**src/rtl/bitseq_pkg.sv**
```systemverilog
// rtl/bitseq_pkg.sv - shared FSM state type, default length and effective-value helpers
package bitseq_pkg;

    localparam int MAX_LEN_DEFAULT = 8;

    typedef enum logic [1:0] {
        ST_IDLE,
        ST_SHIFT,
        ST_GAP,
        ST_FIN
    } state_e;

    // A length of 0, or one longer than the register, selects the full register.
    function automatic int eff_len(input logic [3:0] len, input int max_len);
        if (len == 4'd0 || int'(len) > max_len) begin
            return max_len;
        end
        return int'(len);
    endfunction

    // A repeat count of 0 still sends the pattern once.
    function automatic logic [3:0] eff_repeat(input logic [3:0] rep);
        return (rep == 4'd0) ? 4'd1 : rep;
    endfunction

endpackage

```
**src/rtl/bitseq_shreg.sv**
```systemverilog
// rtl/bitseq_shreg.sv - loadable MSB-first shift register with remaining-bit counter
// Ports:
//   clk, reset          clock, synchronous active-high reset
//   load                capture load_data; its MSB is emitted by the caller this cycle,
//                       so the register keeps load_data<<1 and counts load_len-1 bits left
//   shift               advance one bit; head moves to the next pattern bit
//   load_data, load_len pattern aligned to the MSB and its length in bits
//   head                next bit to emit (MSB of the register)
//   bits_left           bits still to emit after the one currently on the line
module bitseq_shreg #(
    parameter int W  = 8,
    parameter int CW = 4
) (
    input  logic          clk,
    input  logic          reset,
    input  logic          load,
    input  logic          shift,
    input  logic [W-1:0]  load_data,
    input  logic [CW-1:0] load_len,
    output logic          head,
    output logic [CW-1:0] bits_left
);

    logic [W-1:0]  data_q, data_d;
    logic [CW-1:0] cnt_q,  cnt_d;

    always_comb begin
        data_d = data_q;
        cnt_d  = cnt_q;
        if (load) begin
            data_d = load_data << 1;
            cnt_d  = load_len - CW'(1);
        end else if (shift && cnt_q != '0) begin
            data_d = data_q << 1;
            cnt_d  = cnt_q - CW'(1);
        end
    end

    always_ff @(posedge clk) begin
        if (reset) begin
            data_q <= '0;
            cnt_q  <= '0;
        end else begin
            data_q <= data_d;
            cnt_q  <= cnt_d;
        end
    end

    assign head      = data_q[W-1];
    assign bits_left = cnt_q;

endmodule

```
**src/rtl/bit_pattern_tx.sv**
```systemverilog
// rtl/bit_pattern_tx.sv - serial pattern transmitter with repeat count and inter-pattern gap
// Ports:
//   CLK, RESET                       clock, synchronous active-high reset
//   START                            begin a run (only honoured in IDLE)
//   PATTERN, LEN, REPEAT, GAP        run settings, captured when START is accepted
//   X_OUT                            registered serial stream, MSB of the pattern first
//   BUSY                             high during pattern bits and gaps
//   DONE                             one-cycle pulse after the final bit
module bit_pattern_tx
    import bitseq_pkg::*;
#(
    parameter int   MAX_LEN    = MAX_LEN_DEFAULT,
    parameter logic IDLE_LEVEL = 1'b0
) (
    input  logic               CLK,
    input  logic               RESET,
    input  logic               START,
    input  logic [MAX_LEN-1:0] PATTERN,
    input  logic [3:0]         LEN,
    input  logic [3:0]         REPEAT,
    input  logic [3:0]         GAP,
    output logic               X_OUT,
    output logic               BUSY,
    output logic               DONE
);

    localparam int CW = $clog2(MAX_LEN) + 1;

    state_e             state_q, state_d;
    logic [MAX_LEN-1:0] pat_q, pat_d;       // pattern left-aligned so bit LEN-1 is the MSB
    logic [CW-1:0]      len_q, len_d;
    logic [3:0]         rep_q, rep_d;       // transmissions still to start after the current one
    logic [3:0]         gap_q, gap_d;
    logic [3:0]         gap_cnt_q, gap_cnt_d;
    logic               x_out_q, x_out_d;

    logic               sr_load, sr_shift;
    logic [MAX_LEN-1:0] sr_data;
    logic [CW-1:0]      sr_len;
    logic               sr_head;
    logic [CW-1:0]      sr_left;

    logic [CW-1:0]      in_len;
    logic [CW-1:0]      in_shamt;
    logic [MAX_LEN-1:0] in_pat;

    assign in_len   = CW'(eff_len(LEN, MAX_LEN));
    assign in_shamt = CW'(MAX_LEN) - in_len;
    assign in_pat   = PATTERN << in_shamt;

    bitseq_shreg #(
        .W  (MAX_LEN),
        .CW (CW)
    ) u_shreg (
        .clk       (CLK),
        .reset     (RESET),
        .load      (sr_load),
        .shift     (sr_shift),
        .load_data (sr_data),
        .load_len  (sr_len),
        .head      (sr_head),
        .bits_left (sr_left)
    );

    always_comb begin
        state_d   = state_q;
        pat_d     = pat_q;
        len_d     = len_q;
        rep_d     = rep_q;
        gap_d     = gap_q;
        gap_cnt_d = gap_cnt_q;
        x_out_d   = IDLE_LEVEL;
        sr_load   = 1'b0;
        sr_shift  = 1'b0;
        sr_data   = pat_q;
        sr_len    = len_q;

        case (state_q)
            ST_IDLE: begin
                if (START) begin
                    pat_d   = in_pat;
                    len_d   = in_len;
                    rep_d   = eff_repeat(REPEAT) - 4'd1;
                    gap_d   = GAP;
                    sr_load = 1'b1;
                    sr_data = in_pat;
                    sr_len  = in_len;
                    x_out_d = in_pat[MAX_LEN-1];
                    state_d = ST_SHIFT;
                end
            end
            ST_SHIFT: begin
                if (sr_left != '0) begin
                    sr_shift = 1'b1;
                    x_out_d  = sr_head;
                end else if (rep_q != 4'd0) begin
                    if (gap_q != 4'd0) begin
                        gap_cnt_d = gap_q - 4'd1;
                        state_d   = ST_GAP;
                    end else begin
                        // Back-to-back: next transmission's first bit follows immediately.
                        sr_load = 1'b1;
                        x_out_d = pat_q[MAX_LEN-1];
                        rep_d   = rep_q - 4'd1;
                    end
                end else begin
                    state_d = ST_FIN;
                end
            end
            ST_GAP: begin
                if (gap_cnt_q == 4'd0) begin
                    sr_load = 1'b1;
                    x_out_d = pat_q[MAX_LEN-1];
                    rep_d   = rep_q - 4'd1;
                    state_d = ST_SHIFT;
                end else begin
                    gap_cnt_d = gap_cnt_q - 4'd1;
                end
            end
            ST_FIN: begin
                state_d = ST_IDLE;
            end
            default: begin
                state_d = ST_IDLE;
            end
        endcase
    end

    always_ff @(posedge CLK) begin
        if (RESET) begin
            state_q   <= ST_IDLE;
            pat_q     <= '0;
            len_q     <= '0;
            rep_q     <= '0;
            gap_q     <= '0;
            gap_cnt_q <= '0;
            x_out_q   <= IDLE_LEVEL;
        end else begin
            state_q   <= state_d;
            pat_q     <= pat_d;
            len_q     <= len_d;
            rep_q     <= rep_d;
            gap_q     <= gap_d;
            gap_cnt_q <= gap_cnt_d;
            x_out_q   <= x_out_d;
        end
    end

    assign X_OUT = x_out_q;
    assign BUSY  = (state_q == ST_SHIFT) || (state_q == ST_GAP);
    assign DONE  = (state_q == ST_FIN);

endmodule

```
**config.mk**
```make
export PLATFORM = sky130hd
export DESIGN_NAME = bit_pattern_tx
export DESIGN_NICKNAME = d
export VERILOG_FILES = /design/src/rtl/bitseq_pkg.sv /design/src/rtl/bitseq_shreg.sv /design/src/rtl/bit_pattern_tx.sv
export SDC_FILE = /design/constraint.sdc
export NUM_CORES = 1
export LEC_CHECK = 0
export ABC_AREA = 1
export CAP_MARGIN = 20
export CORE_MARGIN = 8
export CORE_UTILIZATION = 41
export CTS_BUF_LIST = sky130_fd_sc_hd__clkbuf_8
export DETAILED_ROUTE_END_ITERATION = 8
export GPL_TIMING_DRIVEN = 0
export SLEW_MARGIN = 20
export SYNTH_ARGS = -nofsm -noshare
export SYNTH_HDL_FRONTEND = slang
export SYNTH_SLANG_ARGS = --single-unit
```
**constraint.sdc**
```tcl
create_clock -name CLK -period 2.5 [get_ports CLK]
set_input_delay 0.375 -clock CLK [delete_from_list [all_inputs] [get_ports CLK]]
set_output_delay 0.375 -clock CLK [all_outputs]
set_load 0.1 [all_outputs]
```
==> metrics.md, run 1 <==
| Metric | Value |
|---|---|
| Post-synth ARST share | 0 |
| Post-Syn Area | 2250 um^2 |
| Critical path origin | state_q[0]$_SDFFE_PP0P_ |
| Hold crit path type | reg -> reg |
| Vias | about 2100 |
| Total track usage | 0.138 |
| Cells after synthesis | 330 |
| Antenna Cells | 0 |
| Die X | 90.0 um |
| Synth Warn # | 0 |
| Final HPWL DP | 4110 um |
| Top-count cell post-synth | nand2_1 |
| Largest net degree at the start of global routing | 11 |
| Reg2Reg Launch Point | state_q[0]$_SDFFE_PP0P_ |
| Number of port buffers | 24 |
| Wire per inst | 12.2 um |
| Die area | 8110 um^2 |
| Core area | 5410 um^2 |
| Total negative slack | 0 ps |
| H-tree depth | 2 |
| Number of buffers created by CTS | 5 |
| Initial Util | 0.416 |
| Syn_nets | 362 |
| Hold Crit Start | u_shreg.bits_left[0]$_SDFFE_PP0P_ |
| Lkg Pwr | 0.00120 uW |
| Final WL | 5270 um |
| Synth Register Bits | 38 |
| Max Slew Vio Count | 0 |
| Clock Skew | 6.99 ps |
| Net Sw Frac | 0.494 |
| Seq pwr share | 0.265 |
| Worst Path Arrival | about 2000 ps |
| Pwr/cell area | 1260 nW/um^2 |
| CP Class | reg -> out |
| Synthesized area per cell | 6.81 um^2 |
| Root Driver | clkbuf_8 |
| Number of synthesized flops with an enable pin | 0 |
| Non-Filler Instances | ~430 |
| Distinct cells, synth | 37 |
| Global-route wire length before repair | 9370 um |
| Final Critical Period | approximately 2400 ps |
| Crit start category | flop |
| Worst hold margin | 465 ps |
| Nets | 392 |
| Routed Antenna Nets | 0 |
| # setup viols final | 0 |
| Yosys top cell area share | 0.339 |
| DRC | 0 |
| Crit end category | output port |
| FMAX | 0.418 GHz |
| Slew HR | 0.355 |
| Postcts setup bufs | 0 |
| Clk buf depth | 2 |
| Vias in the first global route | roughly 2000 |
| Core Util, Final | 0.490 |
| Outcome | complete, no violations |
| CTS Sinks | 38 |
| CP max FO | 4 |
| Part of the cycle the worst path needs | 0.957 |
| Worst Tran Pin Value | 965 ps |
| Initial antenna violation count | 0 |
| Vias per cell | approximately 5 |
| Unrepaired setup endpoints after global routing | no |
| TritonCTS clock tree | yes |
| Clock latency on the worst-skew pair | 300 ps |
| Total iterations of the first detailed-routing run | 4 |
| Placed cell count | around 430 |
| Synth area leader | dfxtp_1 |
| Setup WS post-layout | 108 ps |
| Max_cap viols | 0 |
| Combinational power share | 0.613 |
| Grt ovf | 0 |
| 1st-iter DRT viols | 60 |
| Clk slew on worst S/H paths | 80 ps |
| Worst vdd ir | between 0.5 and 0.6 mV |
| Switching pwr | approximately 1600 uW |
| Ys flop type | dfxtp_1 |
| Synthesis-to-layout area growth | 17.8% |
| CTS Hold Bufs | 0 |
| Most instantiated cells after synthesis | nand2_1, nor2_1, dfxtp_1 |
| # rows | 27 |
| DP Worst Slack | -297 ps |
| Ports | 26 |
| Share of post-route cells with drive strength above 1 | 0.103 |
| Sequential area share after synthesis | 0.339 |
| Clock power frac | 0.121 |
| Critical path data required time | 2120 ps |
| Internal power | 1690 uW |
| Top cells by area, synth | dfxtp_1, nand2_1, o21ai_0, nor2_1, inv_1 |
| Fillers | 587 |
| Die Ht | 90.0 um |
| GPL Wtd Cong | 0.817 |
| Hold Vio Cnt, Final | 0 |
==> state kept, by name (all words and copies together) (netlist names) <==
signal / cells
u_shreg.data_q: 7
pat_q: 8
len_q: 4
gap_cnt_q: 4
state_q: 2
X_OUT: 1
rep_q: 4
gap_q: 4
u_shreg.bits_left: 4
==> final timing paths <==
| path | endpoint | slack, ps | cells after the start |
|---|---|---|---|
| hold reg to reg | u_shreg.bits_left[0]$_SDFFE_PP0P_ | 470 | 2 |
| setup / recovery | DONE | 110 | 2 |
| hold / removal | u_shreg.bits_left[0]$_SDFFE_PP0P_ | 470 | 2 |
| setup reg to reg | u_shreg.bits_left[2]$_SDFFE_PP0P_ | 280 | 12 |
==> layout make-up <==
class                           count  area (um^2)  share of cell area
Buffer                              9         45.0              0.0170
Inverter                           42          158              0.0595
Tap cell                           72         90.1              0.0340
Clock inverter                      2         7.51             0.00284
Multi-Input combinational cell    240         1280               0.484
Clock buffer                        5         68.8              0.0260
Sequential cell                    38          761               0.287
Timing Repair Buffer               24          235              0.0888
==> worst max-delay path, stage by stage (launching register included) <==
cell and delay, ps:
dfxtp_1 390, ha_1 190, clkdlybuf4s50_1 1130
==> power groups by stage <==
stage | combinational (uW) | sequential, uW | clock [uW]
floorplan | 1660 | 900 | 0
global placement | 2040 | 896 | 0
detailed placement | 2070 | 900 | 0
CTS | 2070 | 887 | 414
global route | 2380 | 910 | 438
finish | 2050 | 885 | 405
==> layer usage <==
| metal | part of all wire | up-vias | track usage |
|---|---|---|---|
| li1 | - | 1131 | - |
| met1 | 0.49 | 934 | 0.167 |
| met2 | 0.45 | 38 | 0.226 |
| met3 | 0.039 | 8 | 0.0349 |
| met4 | 0.019 | 0 | 0.0555 |
| met5 | 0 | - | 0 |
==> cells by family after synthesis <==
logic type	Yosys count	share of synthesized area
compound gates	69	0.182
xor+xnor	6	0.0267
fa+ha+maj	9	0.0501
buf+inv	52	0.0919
flops	38	0.339
mux	1	0.00445
simple gates	155	0.306
==> metrics by stage <==
step | power, uW | cell area [um^2]
3_5_place_dp | 2970 | 2580
5_1_grt | 3730 | 2650
6_report | 3340 | 2650
4_1_cts | 3370 | 2650
2_1_floorplan | 2560 | 2250
3_3_place_gp | 2940 | 2580
==> timing repair <==
action	CTS	global route
setup endpoints to repair	1	9
pin swaps	0	0
resized for setup	1	4
==> cells in the final DEF (no fill, tap or decap), types with 3 or more instances in the layout <==
cell / synthesis / final
nor2_1: 39 / 39
o21ai_0: 30 / 29
clkdlybuf4s50_1: 0 / 23
ha_1: 9 / 8
a21oi_1: 17 / 17
nand3_1: 23 / 23
o21ai_1: 4 / 5
nand2_2: 4 / 4
nand2_1: 77 / 77
buf_2: 3 / 3
nand2_4: 3 / 3
inv_2: 10 / 10
inv_1: 32 / 34
a211oi_1: 3 / 3
a31oi_1: 4 / 4
clkbuf_1: 6 / 5
clkbuf_8: 0 / 5
dfxtp_1: 38 / 38
xor2_1: 3 / 3
Note: power is estimated with default switching activity, not from simulation.
==> inputs of run 2 (changes only) <==
- ABC_AREA: 1 -> unset
- GPL_ROUTABILITY_DRIVEN: unset -> 0
==> metrics.md, run 2 <==
| Metric | Value |
|---|---|
| Max_cap viols | 0 |
| Worst Path Arrival | approximately 2500 ps |
| Clock Skew | 5.93 ps |
| Fillers | about 500 |
| Vias | 2090 |
| Die Ht | between 80 and 90 um |
| Outcome | complete, no violations |
| Vias per cell | 5.47 |
| Nets | 343 |
| Post-synth ARST share | 0 |
| Critical path data required time | 2650 ps |
| H-tree depth | 2 |
| Cells after synthesis | 272 |
| Clock latency on the worst-skew pair | 290 ps |
| CP top delay family | buffers and inverters |
| Largest net degree at the start of global routing | 11 |
| Final Critical Period | 2370 ps |
| CP max FO | 6 |
| CP Capture Point | X_OUT$_SDFF_PP0_ |
| Hold crit path type | reg -> reg |
| # rows | 27 |
| Final WL | about 5700 um |
| DRC | 0 |
| Synth Warn # | 0 |
| Synthesis-to-layout area growth | 28.8% |
| R2R Setup Slk | 190 ps |
| Non-Filler Instances | 382 |
| Crit start category | primary input |
| Initial Util | 0.416 |
| WP depth | 9 |
| Share of post-route cells with drive strength above 1 | 0.158 |
| Highest-delay cell along the critical path | mux4_2 |
| Most instantiated cells after synthesis | nand2_1, dfxtp_1, a21oi_1, nor2_1, nor3_1 |
| Part of the cycle the worst path needs | 0.949 |
| Top-count cell post-synth | nand2_1 |
| Pwr/cell area | 1130 nW/um^2 |
| Post-Syn Area | 2240 um^2 |
| Worst Tran Pin Value | 965 ps |
| FMAX | 0.421 GHz |
| Number of port buffers | 25 |
| Critical path origin | LEN[0] |
| Crit end category | flop |
| CP bufs+invs | 3 |
| Number of synthesized flops with an enable pin | 0 |
| Reg2Reg Launch Point | state_q[0]$_SDFFE_PP0P_ |
| CTS Sinks | 38 |
| Largest register by flop count | pat_q |
| Antenna Cells | 0 |
| Syn_nets | a little over 300 |
| Vias in the first global route | 2075 |
| CP Class | in -> reg |
| Grt ovf | 0 |
| Max FFs per register | 8 |
| Yosys top cell area share | 0.340 |
| Clk slew on worst S/H paths | 70 ps |
| Total iterations of the first detailed-routing run | 4 |
| Distinct cells, synth | 51 |
| Synth area leader | dfxtp_1 |
| Clk buf depth | 2 |
| Max Slew Vio Count | 0 |
| Footprint of the multi-input gates | 1530 um^2 |
| FF/Latch Area | between 700 and 800 um^2 |
| Worst vdd ir | 0.623 mV |
| Core area | roughly 5400 um^2 |
| Wire per inst | 14.9 um |
| Post-DP Area | 2580 um^2 |
| Number of buffers created by CTS | 5 |
| Initial antenna violation count | 0 |
| Placed cell count | 369 |
| Top cells by area, synth | dfxtp_1, nand2_1, a21oi_1, ha_1, mux4_2 |
| Die X | 89.9 um |
| 1st-iter DRT viols | approximately 120 |
| Slew HR | 0.355 |
| Ys flop type | dfxtp_1 |
| Total track usage | 0.138 |
| Synthesized area per cell | 8.22 um^2 |
| TritonCTS clock tree | yes |
| Lkg Pwr | 0.00105 uW |
| Final instance area | about 2900 um^2 |
| Routed Antenna Nets | 0 |
| Ports | 26 |
| Sequential area share after synthesis | 0.340 |
| Synth Register Bits | 38 |
| CTS Hold Bufs | 0 |
| Reg2reg end | u_shreg.bits_left[2]$_SDFFE_PP0P_ |
| Root Driver | clkbuf_8 |
| Hold Vio Cnt, Final | 0 |
| Crit-path cells | clkdlybuf4s50_1, nor2b_1, buf_6, clkinvlp_4, ha_4, mux4_2, and3_1, a21oi_2, a211oi_1 |
| # setup viols final | 0 |
| Final HPWL DP | 4180 um |
| CP peak stage delay | between 500 and 600 ps |
| R2r worst-path depth | 13 |
| Top Registers | pat_q: 8 flops, u_shreg.data_q: 7 flops |
| Most frequent cells in the layout | dfxtp_1, nand2_1, nor2_1, clkdlybuf4s50_1, a21oi_1 |
| Global-route wire length before repair | 9670 um |
| Die area | 8080 um^2 |
-- run 2: cell types whose count changed in the layout (fill, tap and decap cells not counted), moves of 11 or more --
cell,previous run,this run
inv_1,34,6
nand3_1,23,6
o21ai_0,29,8
nand2_1,77,37
nor2_1,39,24
nor3_1,0,11
-- run 2: per-stage QoR --
stage	hold WS (ps)	setup WS (ps)	TNS, ps	utilization	power [uW]
2_1_floorplan	437	24.4	0	-	2230
3_3_place_gp	451	-895	-9130	0.480	2600
3_5_place_dp	458	-881	-9250	0.480	2620
4_1_cts	469	-28.0	-28.0	0.509	3100
5_1_grt	489	-41.6	-41.6	0.536	3530
6_report	471	127	0	0.536	3270
-- run 2: final cells by class --
class / instances / area share
well taps: 72 / 0.0313
multi-input cells: 212 / 0.530
clock buffers: 6 / 0.0287
repair buffers: 34 / 0.109
flip-flops and latches: 38 / 0.264
inverters: 8 / 0.0117
plain buffers: 12 / 0.0248
-- run 2: how the worst min path moves through the flow --
stage | from | endpoint | slack (ps) | depth (start not counted)
5_1_grt | pat_q[7]$_SDFFE_PP0N_ | pat_q[7]$_SDFFE_PP0N_ | 490 | 2
6_report | u_shreg.data_q[1]$_SDFFE_PP0P_ | u_shreg.data_q[1]$_SDFFE_PP0P_ | 470 | 2
3_3_place_gp | pat_q[7]$_SDFFE_PP0N_ | pat_q[7]$_SDFFE_PP0N_ | 450 | 2
2_1_floorplan | pat_q[7]$_SDFFE_PP0N_ | pat_q[7]$_SDFFE_PP0N_ | 440 | 2
4_1_cts | pat_q[7]$_SDFFE_PP0N_ | pat_q[7]$_SDFFE_PP0N_ | 470 | 2
3_5_place_dp | pat_q[7]$_SDFFE_PP0N_ | pat_q[7]$_SDFFE_PP0N_ | 460 | 2
-- run 2: repair_timing --
| action | CTS | global route |
|---|---|---|
| pin swaps | 1 | 6 |
| endpoints found under the setup margin | 17 | 7 |
| setup buffers | 2 | 7 |
| resized for setup | 18 | 23 |
-- run 2: power by group --
group | total (uW) | internal, uW | switching (uW)
Sequential | 969 | 787 | 182
Clock | 425 | 213 | 212
Combinational | 1880 | 811 | 1060
-- run 2: cells by family after synthesis --
| kind of cell | Yosys count | share of synthesized area |
|---|---|---|
| AO/OA/AOI/OAI | 71 | 0.225 |
| XOR/XNOR | 5 | 0.0196 |
| adder cells (fa/ha/maj) | 9 | 0.0503 |
| buffers and inverters | 22 | 0.0386 |
| flip-flops | 38 | 0.340 |
| multiplexers | 12 | 0.0761 |
| AND/OR/NAND/NOR | 115 | 0.251 |
-- run 2: worst register-to-register path, stage by stage, from the launching register on --
cell and delay (ps):
dfxtp_2 360, inv_1 120, ha_2 220, nand2_2 120, buf_6 170, buf_4 180
a21oi_2 190, nor2_1 60, a21oi_1 130, ha_2 200, nand2_1 60, xnor2_1 170
nor2_1 60, a211oi_1 200
-- run 2: routing by layer --
metal | routed length (um) | GRT usage | vias to the layer above
met3 | 250 | 0.0241 | 2
met1 | 2630 | 0.171 | 970
met4 | 23 | 0.0374 | 0
met5 | 0 | 0 | -
met2 | 2780 | 0.238 | 47
li1 | - | - | 1071
==> inputs of run 3 (changes only) <==
- clock period: 2.5 -> 2.6 ns (I/O delays scaled with it)
==> metrics.md, run 3 (same netlist as run 2, synthesis figures left out) <==
| Metric | Value |
|---|---|
| # setup viols final | 0 |
| Fillers | 512 |
| CP peak stage delay | 530 ps |
| Initial antenna violation count | 0 |
| Critical path data required time | 2740 ps |
| FMAX | 0.398 GHz |
| Top Registers | pat_q: 8 flops, u_shreg.data_q: 7 flops |
| Total track usage | 0.139 |
| Hold crit path type | reg -> reg |
| Crit-path cells | clkdlybuf4s50_1, nor2b_1, buf_6, clkinvlp_4, ha_4, mux4_2, and3_1, a21oi_2, a211oi_1 |
| # rows | 27 |
| 1st-iter DRT viols | 88 |
| Lkg Pwr | 0.00104 uW |
| Initial Util | 0.416 |
| Vias per cell | between 5 and 6 |
| Hold Vio Cnt, Final | 0 |
| Core Util, Final | 0.526 |
| Setup WS post-layout | between 80 and 90 ps |
| Clk buf depth | 2 |
| Vias in the first global route | ~2100 |
| Crit start category | primary input |
| Unrepaired setup endpoints after global routing | no |
| Core area | about 5400 um^2 |
| Worst Path Arrival | around 2700 ps |
| Largest net degree at the start of global routing | 12 |
| Commonest non-fill, non-tap cell in the layout | nand2_1 |
| R2R Setup Slk | 200 ps |
| Number of buffers created by CTS | 5 |
| Max_cap viols | 0 |
| Worst Tran Pin Value | just under 1000 ps |
| TritonCTS clock tree | yes |
| CP Class | in -> reg |
| Routed Antenna Nets | 0 |
| Root Driver | clkbuf_8 |
| Ports | 26 |
| Post-DP Area | ~2600 um^2 |
| Nets | 338 |
| Die Ht | 89.9 um |
| CTS Sinks | 38 |
| Antenna Cells | 0 |
| Max FFs per register | 8 |
| Die area | between 8000 and 9000 um^2 |
| Grt ovf | 0 |
| Worst hold margin | 461 ps |
| Clock Skew | between 6 and 7 ps |
| Final HPWL DP | 4260 um |
| CTS Hold Bufs | 0 |
| Final instance area | between 2000 and 3000 um^2 |
| Total iterations of the first detailed-routing run | 4 |
| CP max FO | 9 |
| CP bufs+invs | 3 |
| Most frequent cells in the layout | nand2_1, dfxtp_1, nor2_1, clkdlybuf4s50_1, a21oi_1 |
| Synthesis-to-layout area growth | 26.2% |
| Part of the cycle the worst path needs | 0.966 |
| Wire per inst | 15.4 um |
| Die X | between 80 and 90 um |
| Crit end category | flop |
| DP Worst Slack | -742 ps |
| CP top delay family | buffers and inverters |
| Largest register by flop count | pat_q |
| Final Critical Period | 2510 ps |
| Clk slew on worst S/H paths | around 70 ps |
| Max Slew Vio Count | 0 |
| Total negative slack | 0 ps |
| Worst vdd ir | 0.705 mV |
| Share of post-route cells with drive strength above 1 | 0.137 |
| Clock latency on the worst-skew pair | 290 ps |
| DRC | 0 |
| H-tree depth | 2 |
| Slew HR | 0.355 |
| Final WL | 5850 um |
| Vias | 2079 |
| Global-route wire length before repair | 9560 um |
| Outcome | complete, no violations |
| Number of port buffers | 25 |
| Pwr/cell area | 1100 nW/um^2 |
| Highest-delay cell along the critical path | mux4_2 |
-- run 3: timing repair --
| action | 4_1_cts | 5_1_grt |
|---|---|---|
| gates cloned | 0 | 0 |
| endpoints found under the setup margin | 14 | 7 |
| pin swaps | 0 | 1 |
| resized for setup | 13 | 21 |
| buffers inserted | 2 | 1 |
-- run 3: metrics by stage --
stage	total power [uW]	std cells
after floorplan	2140	272
after global placement	2510	369
after detailed placement	2520	369
after CTS	2990	378
after global routing	3310	379
final	3100	379
-- run 3: path summary, 6_finish.rpt --
check                                from                                 to  depth (start not counted)
setup / recovery                   LEN[0]                   X_OUT$_SDFF_PP0_                          9
hold reg to reg     pat_q[7]$_SDFFE_PP0N_              pat_q[7]$_SDFFE_PP0N_                          2
hold / removal      pat_q[7]$_SDFFE_PP0N_              pat_q[7]$_SDFFE_PP0N_                          2
setup reg to reg  state_q[1]$_SDFFE_PP0P_  u_shreg.bits_left[2]$_SDFFE_PP0P_                         13
-- run 3: final cells by class --
class	count	area, um^2	share of cell area
inverter	8	33.8	0.0120
multi-input combinational	212	1500	0.533
clock inverter	2	8.76	0.00310
clock buffer	6	82.6	0.0293
tap	72	90.1	0.0319
buffer	13	68.8	0.0244
sequential	38	762	0.270
timing repair buffer	28	273	0.0966
-- run 3: per-layer routing --
layer  vias to the layer above  GRT usage  share of wire
met5                         -          0              0
li1                       1055          -              -
met4                         0     0.0513          0.012
met3                         6     0.0274          0.032
met2                        37      0.245           0.49
met1                       981      0.162           0.47
-- run 3: worst reg2reg max path: cells and delay by family, from the launching register on --
family	cells	cell delay (ps)
compound gates	4	730
buf+inv	2	300
xor+xnor	1	120
flops	1	350
fa+ha+maj	2	420
simple gates	4	390
-- run 3: power breakdown --
group	switching, uW	leakage (uW)	internal [uW]
combinational	1010	0.000672	731
sequential	177	0.000312	757
clock	207	0.0000524	210
total	1400	0.00104	1700
